`config.mk`:
```
export PLATFORM = sky130hd
export DESIGN_NAME = seq_divider
export DESIGN_NICKNAME = d
export VERILOG_FILES = /design/src/rtl/seq_divider.sv
export SDC_FILE = /design/constraint.sdc
export NUM_CORES = 1
export LEC_CHECK = 0
export ABC_AREA = 1
export CAP_MARGIN = 20
export CORE_MARGIN = 10
export CORE_UTILIZATION = 57
export DETAILED_ROUTE_END_ITERATION = 10
export PLACE_DENSITY = 0.87
export SLEW_MARGIN = 10
export SYNTH_ARGS = -nofsm -noshare
export SYNTH_HDL_FRONTEND = slang
export SYNTH_SLANG_ARGS = --single-unit
```
`constraint.sdc`:
```
create_clock -name clk -period 2.4 [get_ports clk]
set_input_delay 0.36 -clock clk [delete_from_list [all_inputs] [get_ports clk]]
set_output_delay 0.36 -clock clk [all_outputs]
set_load 0.005 [all_outputs]
```
`src/rtl/seq_divider.sv`:
```
// Radix-2 restoring divider, one quotient bit per clock, valid/ready on both sides.
// Define SEQ_DIVIDER_SIGNED_EN for two's-complement operands (adds a one-cycle FIX state).
module seq_divider #(
  parameter int WIDTH = 32
) (
  input  logic             clk,
  input  logic             rst_n,
  input  logic             in_valid,
  output logic             in_ready,
  input  logic [WIDTH-1:0] dividend,
  input  logic [WIDTH-1:0] divisor,
  output logic             out_valid,
  input  logic             out_ready,
  output logic [WIDTH-1:0] quotient,
  output logic [WIDTH-1:0] remainder,
  output logic             div_by_zero,
  output logic             overflow
);

  localparam int CW = $clog2(WIDTH + 1);

  typedef enum logic [1:0] {IDLE, CALC, FIX, DONE} state_t;

  state_t           state, state_nx;
  logic [CW-1:0]    cnt;
  logic [WIDTH-1:0] rem_w, q_w, dvs_w;
  logic [WIDTH-1:0] rem_nx, q_nx;
  logic [WIDTH:0]   trial;
  logic             accept, last_iter, dvs_zero;

`ifdef SEQ_DIVIDER_SIGNED_EN
  logic neg_q, neg_r, ovf_w;

  function automatic logic [WIDTH-1:0] apply_sign(input logic [WIDTH-1:0] v, input logic neg);
    return neg ? (~v + 1'b1) : v;
  endfunction
`endif

  assign accept    = in_valid & in_ready;
  assign last_iter = (cnt == CW'(1));
  assign dvs_zero  = (divisor == '0);

  always_comb begin
    trial  = {rem_w, q_w[WIDTH-1]} - {1'b0, dvs_w};
    rem_nx = trial[WIDTH] ? {rem_w[WIDTH-2:0], q_w[WIDTH-1]} : trial[WIDTH-1:0];
    q_nx   = {q_w[WIDTH-2:0], ~trial[WIDTH]};
  end

  always_ff @(posedge clk or negedge rst_n) begin
    if (!rst_n) state <= IDLE;
    else        state <= state_nx;
  end

  always_comb begin
    state_nx = state;
    case (state)
      IDLE: if (accept) state_nx = dvs_zero ? DONE : CALC;
`ifdef SEQ_DIVIDER_SIGNED_EN
      CALC: if (last_iter) state_nx = FIX;
`else
      CALC: if (last_iter) state_nx = DONE;
`endif
      FIX:  state_nx = DONE;
      DONE: if (out_ready) state_nx = IDLE;
      default: state_nx = IDLE;
    endcase
  end

  always_comb begin
    in_ready  = (state == IDLE);
    out_valid = (state == DONE);
  end

  // Operand capture, iteration and result write-back
  always_ff @(posedge clk or negedge rst_n) begin
    if (!rst_n) begin
      cnt         <= '0;
      rem_w       <= '0;
      q_w         <= '0;
      dvs_w       <= '0;
      quotient    <= '0;
      remainder   <= '0;
      div_by_zero <= 1'b0;
`ifdef SEQ_DIVIDER_SIGNED_EN
      neg_q       <= 1'b0;
      neg_r       <= 1'b0;
      ovf_w       <= 1'b0;
      overflow    <= 1'b0;
`endif
    end else if (accept) begin
      cnt         <= CW'(WIDTH);
      rem_w       <= '0;
      div_by_zero <= dvs_zero;
`ifdef SEQ_DIVIDER_SIGNED_EN
      overflow    <= 1'b0;
      q_w         <= apply_sign(dividend, dividend[WIDTH-1]);
      dvs_w       <= apply_sign(divisor, divisor[WIDTH-1]);
      neg_q       <= dividend[WIDTH-1] ^ divisor[WIDTH-1];
      neg_r       <= dividend[WIDTH-1];
      ovf_w       <= (dividend == {1'b1, {(WIDTH-1){1'b0}}}) && (divisor == '1);
`else
      q_w         <= dividend;
      dvs_w       <= divisor;
`endif
      if (dvs_zero) begin
        quotient  <= '1;
        remainder <= dividend;
      end
    end else if (state == CALC) begin
      rem_w <= rem_nx;
      q_w   <= q_nx;
      cnt   <= cnt - 1'b1;
`ifndef SEQ_DIVIDER_SIGNED_EN
      if (last_iter) begin
        quotient  <= q_nx;
        remainder <= rem_nx;
      end
`endif
    end
`ifdef SEQ_DIVIDER_SIGNED_EN
    else if (state == FIX) begin
      // Magnitude result wraps to -2^(WIDTH-1) for the single overflow case
      quotient  <= apply_sign(q_w, neg_q);
      remainder <= apply_sign(rem_w, neg_r);
      overflow  <= ovf_w;
    end
`endif
  end

`ifndef SEQ_DIVIDER_SIGNED_EN
  assign overflow = 1'b0;
`endif

endmodule
```
==> results.py <==
metrics = {
    "status": {
        "status": "finished, violations left",
        "violations": "setup timing",
    },
    "grt": {
        "grt_util_met3_pct": 4.803,
        "grtUsageMet2_pct": 44.01,
        "grt_overflow": 0,
        "grt_pass1_wl_um": 51960,
        "antenna_found_initial": 0,
        "track_usage_pct": 26.04,
        "met1_usage_pct": 32.52,
        "grt_pass1_vias": 10522,
        "grt_max_degree": 101,
        "busiest_layer": "met2",
    },
    "worst_setup_path": {
        "crit_buf_inv": 1,
        "crit_path_frequent_cell": "nand2_1",
        "arrival_ns": 2.86,
        "endpoint_kind": "flip-flop",
        "critical_path.max_fanout": 6,
        "cp_cell_sequence": "ha_1, nand2_1, nor3_4, and2_1, nand2_4, nand2_4, nand2_4, nand2_8, clkbuf_16, nand3_1, nand2_1, nand2_1, nand2_1",
        "cp.required_ns": 2.78,
        "crit_path_start_kind": "flip-flop",
        "path_delay_family": "simple AND/OR/NAND/NOR gates",
        "slowest_stage": "dfrtp_1",
        "slowest_delay_ns": 0.47,
        "path_class": "reg -> reg",
    },
    "sta": {
        "rsz0062_at_grt": "true",
        "worst_slew_pin_slew_ns": 0.6034,
        "setup_slack_ns": -0.08407,
        "period_share_pct": 103.5,
        "fin_hold_ws_ns": 0.4376,
        "finalHoldViolations": 0,
        "slew_violations": 0,
        "fin_skew_ns": 0.01460,
        "setup_viol": 61,
        "setup_tns_ns": -1.806,
        "relSlewSlack_pct": 59.77,
        "fmax_mhz": 402.6,
        "finalCriticalPeriod_ns": 2.484,
    },
    "drt": {
        "first_pass_iters": 9,
        "drt_wl_total_um": 34510,
        "post_drt_via_cell_ratio": 5.574,
        "drc": 0,
        "antenna_left": 0,
        "dr_total_vias": 10803,
        "drtIter0Drc": 1070,
        "wl_per_cell_um": 17.81,
    },
    "clocking": {
        "insertion_delay_ns": 0.44,
        "clk_pin_slew_ns": 0.08,
        "cts_buffers": 17,
        "root_buffer": "clkbuf_16",
        "cts.sinks": 169,
        "htreeDepth": 4,
        "cts_tree": "yes",
        "cts.path.max_buffers": 2,
    },
    "flow_run": {
        "cap_violations": 0,
    },
    "cells_and_area": {
        "syn_to_final_growth_pct": 28.91,
        "drive_gt1_share_pct": 15.43,
        "post-route-util_pct": 74.32,
        "most-common-layout-cells": "540 x nand2_1, 221 x inv_1, 169 x dfrtp_1",
        "nets": 1798,
        "fin_area_mm2": 0.01385,
        "final_common_cell": "nand2_1",
        "diodes": 0,
    },
    "floorplanning": {
        "die_h_um": 157.3,
        "dieArea_mm2": 0.02475,
        "rows": 50,
        "boundaryPins": 136,
        "initial_core_util_pct": 57.65,
        "core-area_mm2": 0.01864,
        "die_x_um": 157.3,
    },
    "placement": {
        "port_buffers": 134,
        "place_hpwl_um": 23730,
        "routabilityCongestion": 0.9362,
        "placed_area_mm2": 0.01268,
        "dp_slack_ns": -0.3290,
    },
    "power": {
        "cellLeakagePower_nw": 7.462,
        "powerDensity_mw_per_mm2": 1545,
        "vdd_drop_max_v": 0.0008800,
    },
    "synthesis": {
        "synthesis.area_mm2": 0.01075,
        "synth.distinct_cells": 43,
        "postSynthAreaPerCell_um2": 7.057,
        "synth_warnings": 0,
        "yosysSeqAreaShare_pct": 39.35,
        "synth_nets": 1630,
        "syn_inst": 1523,
        "synth-seq-cells": 169,
    },
    "min_path": {
        "holdCritPathClass": "in -> async",
    },
}
==> where the power goes <==
| group | internal [mW] | leakage (nW) | switching (mW) | total (mW) |
|---|---|---|---|---|
| clock | 1.39 | 0.281 | 1.37 | 2.76 |
| sequential | 3.96 | 2.20 | 0.748 | 4.70 |
| combinational | 5.57 | 4.98 | 8.37 | 13.9 |
| total | 10.9 | 7.46 | 10.5 | 21.4 |
==> per-layer routing <==
metal | share of wire (%) | vias up | wire, um
li1 | - | 5099 | -
met1 | 40 | 5094 | 13760
met2 | 49 | 514 | 16950
met3 | 7.6 | 96 | 2622
met4 | 3.4 | 0 | 1178
met5 | 0 | - | 0
==> cells in the mapped netlist (all sizes together) <==
master / number / area, um^2
nand2: 568 / 2167
inv: 231 / 867.1
dfrtp: 169 / 4229
nand3: 169 / 1001
nor2: 66 / 262.8
o21ai: 59 / 295.3
ha: 38 / 475.5
clkbuf: 35 / 131.4
or2: 33 / 206.5
a21boi: 31 / 232.7
buf: 25 / 201.4
a21oi: 24 / 120.1
xor2: 14 / 122.6
a31oi: 10 / 62.56
nand4: 8 / 50.05
nor4: 8 / 50.05
o311ai: 6 / 52.55
and2: 5 / 31.28
nor3: 5 / 36.29
o211ai: 5 / 37.54
o221ai: 4 / 35.03
a21o: 2 / 15.01
a211oi: 1 / 7.510
clkinv: 1 / 3.750
conb: 1 / 3.750
fa: 1 / 20.02
nand3b: 1 / 7.510
o21bai: 1 / 7.510
o22ai: 1 / 6.260
xnor2: 1 / 8.760
==> state kept, by name, indices dropped and copies added, names as in the netlist <==
| name | cells |
|---|---|
| remainder | 32 |
| div_by_zero | 1 |
| cnt | 6 |
| state | 2 |
| quotient | 32 |
| rem_w | 32 |
| dvs_w | 32 |
| q_w | 32 |
==> what timing repair did <==
| action | in CTS | in global routing |
|---|---|---|
| pin swaps | 0 | 33 |
| cloned | 0 | 8 |
| resized for setup | 1 | 88 |
| setup buffers | 0 | 3 |
| setup endpoints to repair | 2 | 66 |
| hold buffers | 1 | 0 |
| endpoints found under the hold margin | 43 | 0 |
==> cells by family (layout without fill, tap and decap cells) <==
logic type,Yosys count,in the layout,share of synthesized area (%)
xor gates and xnor gates,15,15,1.222
adders and majority gates,39,39,4.610
other,1,1,0.03489
AOI/OAI and AO/OA,144,144,8.114
buffers and inverters,292,473,11.20
and+or+nand+nor,863,863,35.47
DFF,169,169,39.35
==> area by class of cell <==
class	instances	area [um^2]
Clock buffer	18	429.2
Clock inverter	14	148.9
Fill cell	1380	4788
Inverter	232	872.1
Multi-Input combinational cell	1062	5724
Sequential cell	169	4229
Tap cell	234	292.8
Timing Repair Buffer	209	2158
==> metrics by stage <==
| stage | cells | total power, mW |
|---|---|---|
| 2_1_floorplan | 1523 | 12.48 |
| 6_report | 1938 | 21.41 |
| 3_5_place_dp | 1894 | 16.46 |
| 5_1_grt | 1938 | 22.92 |
| 4_1_cts | 1927 | 19.37 |
| 3_3_place_gp | 1894 | 16.13 |
==> worst reg2reg max path, cell delays in order (launching register included) <==
cell and delay [ns]:
dfrtp_1 0.47, ha_1 0.42, nand2_1 0.17, nor3_4 0.24
and2_1 0.20, nand2_4 0.08, nand2_4 0.10, nand2_4 0.07
nand2_8 0.13, clkbuf_16 0.17, nand3_1 0.11, nand2_1 0.13
nand2_1 0.06, nand2_1 0.06
==> final timing paths <==
check / depth (start not counted) / slack, ns / end / from
min in group clk: 2 / 0.47 / quotient[7]$_DFFE_PN0P_ / quotient[7]$_DFFE_PN0P_
setup / recovery: 13 / -0.08 / rem_w[27]$_DFFE_PN0P_ / rem_w[28]$_DFFE_PN0P_
setup reg to reg: 13 / -0.08 / rem_w[27]$_DFFE_PN0P_ / rem_w[28]$_DFFE_PN0P_
max in group asynchronous: 3 / 1.22 / rem_w[8]$_DFFE_PN0P_ / rst_n
hold / removal: 2 / 0.44 / dvs_w[23]$_DFFE_PN0P_ / rst_n
hold reg to reg: 2 / 0.47 / quotient[7]$_DFFE_PN0P_ / quotient[7]$_DFFE_PN0P_
No activity file was read; power rests on OpenSTA's default activity.
